<file path="config.mk">
export PLATFORM = sky130hd
export DESIGN_NAME = dti_packer_flat
export DESIGN_NICKNAME = d
export VERILOG_FILES = /design/src/rtl/dti_packer_if.sv /design/src/rtl/dti_packer.sv /design/src/flat_wrapper.sv
export SDC_FILE = /design/constraint.sdc
export NUM_CORES = 1
export LEC_CHECK = 0
export CAP_MARGIN = 20
export CELL_PAD_IN_SITES_DETAIL_PLACEMENT = 0
export CELL_PAD_IN_SITES_GLOBAL_PLACEMENT = 1
export CORE_UTILIZATION = 44
export DETAILED_ROUTE_END_ITERATION = 16
export PLACE_DENSITY = 0.89
export SLEW_MARGIN = 20
export SYNTH_ARGS = -nofsm -noshare
export SYNTH_HDL_FRONTEND = slang
export SYNTH_SLANG_ARGS = --single-unit
export TNS_END_PERCENT = 10
</file>
<file path="constraint.sdc">
create_clock -name clk -period 5.2 [get_ports clk]
set_input_delay 0.52 -clock clk [delete_from_list [all_inputs] [get_ports clk]]
set_output_delay 0.52 -clock clk [all_outputs]
set_load 0.01 [all_outputs]
</file>
<file path="src/rtl/dti_packer_if.sv">
// ---------------------------------------------------------------------------
// dti_if : valid/ready stream bundle carrying a W-bit data word.
// Rev 1.0
// ---------------------------------------------------------------------------
`default_nettype none

interface dti_if #(
  parameter int W = 8
) ();
  logic         valid;
  logic         ready;
  logic [W-1:0] data;

  modport producer (output valid, output data, input  ready);
  modport consumer (input  valid, input  data, output ready);
  modport master   (output valid, output data, input  ready);
  modport slave    (input  valid, input  data, output ready);
endinterface

`default_nettype wire

</file>
<file path="src/rtl/dti_packer.sv">
// ---------------------------------------------------------------------------
// dti_packer : packs RATIO narrow dti words into one wide word {last,count,lanes}.
// Rev 1.0
// ---------------------------------------------------------------------------
`default_nettype none

module dti_packer #(
  parameter int DIN      = 16,
  parameter int RATIO    = 4,
  parameter int FLUSH_EN = 1
) (
  input  logic     clk,
  input  logic     rst,
  dti_if.consumer  din,
  dti_if.producer  dout
);

  localparam int CW = $clog2(RATIO + 1);
  localparam int IW = (RATIO > 1) ? $clog2(RATIO) : 1;
  localparam int LW = RATIO * DIN;
  localparam int OW = LW + CW + 1;

  localparam logic [0:0] S_FILL = 1'b0;
  localparam logic [0:0] S_PEND = 1'b1;

  logic [0:0]    state_q, state_d;
  logic [IW-1:0] idx_q,   idx_d;
  logic [LW-1:0] buf_q,   buf_d;
  logic          last_q,  last_d;
  logic          ovalid_q, ovalid_d;
  logic [OW-1:0] odata_q,  odata_d;

  logic          out_free;
  logic [DIN-1:0] in_word;
  logic          in_last;
  logic          accept;
  logic          complete;
  logic [LW-1:0] buf_wr;
  logic          last_wr;
  logic          load;
  logic [LW-1:0] load_buf;
  logic          load_last;

  assign din.ready  = (state_q == S_FILL);
  assign dout.valid = ovalid_q;
  assign dout.data  = odata_q;

  always_comb begin
    out_free = !ovalid_q || dout.ready;
    in_word  = din.data[DIN-1:0];
    in_last  = din.data[DIN];
    accept   = (state_q == S_FILL) && din.valid;

    buf_wr = buf_q;
    for (int i = 0; i < RATIO; i++) begin
      if (idx_q == IW'(i)) buf_wr[i*DIN +: DIN] = in_word;
    end
    last_wr  = last_q | in_last;
    complete = accept && ((idx_q == IW'(RATIO - 1)) || ((FLUSH_EN != 0) && in_last));

    state_d   = state_q;
    idx_d     = idx_q;
    buf_d     = buf_q;
    last_d    = last_q;
    ovalid_d  = ovalid_q && !dout.ready;
    odata_d   = odata_q;
    load      = 1'b0;
    load_buf  = buf_q;
    load_last = last_q;

    case (state_q)
      S_FILL: begin
        if (accept) begin
          if (complete) begin
            if (out_free) begin
              load      = 1'b1;
              load_buf  = buf_wr;
              load_last = last_wr;
              idx_d     = '0;
              buf_d     = '0;
              last_d    = 1'b0;
            end else begin
              // idx stays on the final lane so the pending count is idx+1
              buf_d   = buf_wr;
              last_d  = last_wr;
              state_d = S_PEND;
            end
          end else begin
            buf_d  = buf_wr;
            last_d = last_wr;
            idx_d  = idx_q + IW'(1);
          end
        end
      end
      S_PEND: begin
        if (out_free) begin
          load    = 1'b1;
          idx_d   = '0;
          buf_d   = '0;
          last_d  = 1'b0;
          state_d = S_FILL;
        end
      end
      default: state_d = S_FILL;
    endcase

    // Unused lanes are already zero because the buffer is cleared after each pack.
    if (load) begin
      ovalid_d = 1'b1;
      odata_d  = {load_last, CW'(idx_q) + CW'(1), load_buf};
    end
  end

  always_ff @(posedge clk or posedge rst) begin
    if (rst) begin
      state_q  <= S_FILL;
      idx_q    <= '0;
      buf_q    <= '0;
      last_q   <= 1'b0;
      ovalid_q <= 1'b0;
      odata_q  <= '0;
    end else begin
      state_q  <= state_d;
      idx_q    <= idx_d;
      buf_q    <= buf_d;
      last_q   <= last_d;
      ovalid_q <= ovalid_d;
      odata_q  <= odata_d;
    end
  end

endmodule

`default_nettype wire

</file>
<file path="src/flat_wrapper.sv">
// flat-port wrapper written by rule: the top's interface ports become plain ports
module dti_packer_flat 
#(
  parameter int DIN      = 16,
  parameter int RATIO    = 4,
  parameter int FLUSH_EN = 1
)
  (clk, rst, din_valid, din_data, din_ready, dout_valid, dout_data, dout_ready);
  dti_if #(.W(17)) din_i ();
  dti_if #(.W(68)) dout_i ();
  input  logic clk;
  input  logic rst;
  input wire logic [$bits(din_i.valid)-1:0] din_valid;
  input wire logic [$bits(din_i.data)-1:0] din_data;
  output wire logic [$bits(din_i.ready)-1:0] din_ready;
  output wire logic [$bits(dout_i.valid)-1:0] dout_valid;
  output wire logic [$bits(dout_i.data)-1:0] dout_data;
  input wire logic [$bits(dout_i.ready)-1:0] dout_ready;
  assign din_i.valid = din_valid;
  assign din_i.data = din_data;
  assign din_ready = din_i.ready;
  assign dout_valid = dout_i.valid;
  assign dout_data = dout_i.data;
  assign dout_i.ready = dout_ready;
  dti_packer #(.DIN(DIN), .RATIO(RATIO), .FLUSH_EN(FLUSH_EN)) u_core (.clk(clk), .rst(rst), .din(din_i), .dout(dout_i));
endmodule
</file>
==> impl_metrics.tcl <==
set metrics [dict create \
    synth_top_area_frac 0.511 \
    hold_viol 0 \
    grt_remaining_overflow 0 \
    worstHoldPathType "input port to asynchronous set/reset pin" \
    busiest_layer "met2" \
    postCtsHoldBufs 0 \
    dp_slack_ns 1.80 \
    final_common_cell "dfrtp_1" \
    power.density_cell_area_nw_per_um2 600 \
    period_needed_ns 3.10 \
    drive_gt1_frac 0.173 \
    syn_inst 559 \
    mostFrequentLayoutCells "dfrtp_1 (137), clkdlybuf4s50_1 (90), mux2i_1 (65), inv_1 (50), o2bb2ai_1 (47)" \
    dieArea_um2 15700 \
    cts_tree "done" \
    num_io_pins 91 \
    worst_pin_slew_ns 1.00 \
    drv_cap 0 \
    met3_usage 0.0620 \
    via_per_inst 6.13 \
    status "finished with violations" \
    critPathLaunchType "flop" \
    numPortBuffers 90 \
    ys_warn_count 0 \
    setup_ws_ns 2.10 \
    r2r_cells 5 \
    wl_per_cell_um 21.9 \
    ys_seq_area_frac 0.511 \
    r2r_slack_ns 2.10 \
    die_h_um 125 \
    via_count 5029 \
    grt_pass1_wl_um 28700 \
    ys_ff_latch 137 \
    vdd_drop_max_uv 326 \
    synth_top_cell_by_area "dfrtp_1" \
    relSlewSlack 0.328 \
    fp-row-count 44 \
    drt-initial-drc-count 527 \
    slew_viol_final 0 \
    critical_path_arrival_ns 3.36 \
    finalPower_uw 4950 \
    drc 6 \
    core_area_um2 14700 \
    antenna_left 0 \
    diodes 0 \
    numClockSinks 137 \
    fin_cells 820 \
    fillers 1212 \
    rsz0062_at_grt "false" \
    antenna_found_initial 0 \
    grt_start_max_net_pins 50 \
    drt_first_pass_iters 13 \
    cts_made_buffers 17 \
    grt_pass1_vias 5148 \
    syn_area_um2 6710 \
    violations "DRC" \
    finClkSkew_ns 0.00801 \
    place_inst 788 \
    fmax_mhz 322 \
    met2_usage 0.365 \
    finalSetupViolCount 0 \
    cts_max_level 4 \
    cts_resized 0 \
    power.leakage_uw 0.00342 \
    routed_wirelength_um 18000 \
    track_usage 0.240 \
    critPathMaxFanout 31 \
    r2r-end "u_core.dout.data[27]$_DFFE_PP0P_" \
    crit_path_end_kind "flop" \
    place_congestion 0.843 \
    cts_root_buffer "clkbuf_16" \
    cts_buffer_depth 2 \
    die_w_um 125 \
    clk-insertion-delay-late_ns 0.41 \
    use_met1 0.326 \
    setup_tns_ns 0 \
    syn-num-nets 588 \
    r2r_start "u_core.idx_q[0]$_DFFE_PP0P_" \
    syn_avg_cell_area_um2 12.0 \
    fin_crit_sh 0.596 \
    cts_setup_buffers 0 \
    path_class "flop to flop" \
    required_ns 5.46 \
    dp_hpwl_um 11300 \
    layout.nets 652 \
    ys_top_cells_by_area "dfrtp_1 (51%), mux2i_1 (9.7%), a221oi_2 (8.7%)" \
    initial_core_util 0.456 \
    synth.distinct_cells 37 \
    clkTransAtPathRegs_ns 0.06 \
    area_delta_synth_final_pct 23.1 \
]
-- worst max-delay path: stages (launching register included) --
cell and delay, ns:
dfrtp_1 0.49, ha_1 0.32, or2_1 0.70, and3_2 0.98
buf_4 0.35, a221oi_2 0.08
-- synthesized netlist by cell type, drive strengths merged --
master / count
or2: 1
and3: 2
nand4: 18
buf: 33
o221a: 18
a211o: 1
or3: 1
a21o: 1
nand2b: 2
nor4: 1
mux2i: 65
a31oi: 1
clkbuf: 23
nand2: 3
dfrtp: 137
a22o: 19
ha: 8
o221ai: 6
nor2b: 2
nor2: 21
a221oi: 39
inv: 51
nor3: 42
a21oi: 3
o2bb2ai: 47
nand3: 7
o22ai: 1
a221o: 1
mux2: 3
o31ai: 2
-- layer usage --
metal  up-vias  share of wire
met5         -              0
met4         0          0.020
met3        21          0.065
met2       206           0.48
met1      2568           0.44
li1       2234              -
-- sequential cells by signal, summed over array words and instances, names as in the netlist --
| signal | flops |
|---|---|
| u_core.dout.data | 68 |
| u_core.buf_q | 64 |
| u_core.idx_q | 2 |
| u_core.dout.valid | 1 |
| u_core.last_q | 1 |
| u_core.state_q | 1 |
-- through the flow --
step / utilization / instance area (um^2) / hold WS [ns]
after detailed placement: 0.521 / 7660 / 0.497
after CTS: 0.562 / 8260 / 0.514
after global placement: 0.521 / 7660 / 0.492
after floorplan: - / 6710 / 0.476
final: 0.562 / 8260 / 0.509
after global routing: 0.562 / 8260 / 0.527
-- layout make-up --
class | instances | area [um^2] | area share
clock buffers | 27 | 543 | 0.0657
clock inverters | 5 | 56.3 | 0.00682
inverters | 51 | 194 | 0.0235
multi-input cells | 315 | 2810 | 0.341
flip-flops and latches | 137 | 3430 | 0.415
well taps | 184 | 230 | 0.0279
repair buffers | 101 | 996 | 0.121
-- worst max path at each step --
| stage | startpoint | endpoint | slack (ns) | cells past startpoint |
|---|---|---|---|---|
| 6_report | u_core.idx_q[0]$_DFFE_PP0P_ | u_core.dout.data[27]$_DFFE_PP0P_ | 2.10 | 5 |
| 5_1_grt | u_core.idx_q[0]$_DFFE_PP0P_ | u_core.dout.data[27]$_DFFE_PP0P_ | 1.93 | 5 |
| 4_1_cts | u_core.idx_q[0]$_DFFE_PP0P_ | u_core.dout.data[26]$_DFFE_PP0P_ | 2.12 | 5 |
| 3_5_place_dp | din_data[16] | u_core.dout.data[26]$_DFFE_PP0P_ | 1.80 | 5 |
| 3_3_place_gp | din_data[16] | u_core.dout.data[37]$_DFFE_PP0P_ | 1.86 | 5 |
| 2_1_floorplan | rst | u_core.buf_q[0]$_DFFE_PP0P_ | 1.01 | 1 |
-- report_power, final --
| part | internal, uW | switching (uW) |
|---|---|---|
| Combinational | 1040 | 910 |
| Clock | 760 | 439 |
| Sequential | 1490 | 319 |
-- cells by family after synthesis --
| group | count (synthesis) | share of synthesized area |
|---|---|---|
| adder cells (fa/ha/maj) | 8 | 0.0149 |
| AO/OA/AOI/OAI | 139 | 0.223 |
| flip-flops | 137 | 0.511 |
| buffers and inverters | 107 | 0.0712 |
| multiplexers | 68 | 0.102 |
| AND/OR/NAND/NOR | 100 | 0.0778 |
Note: power is estimated with default switching activity, not from simulation.
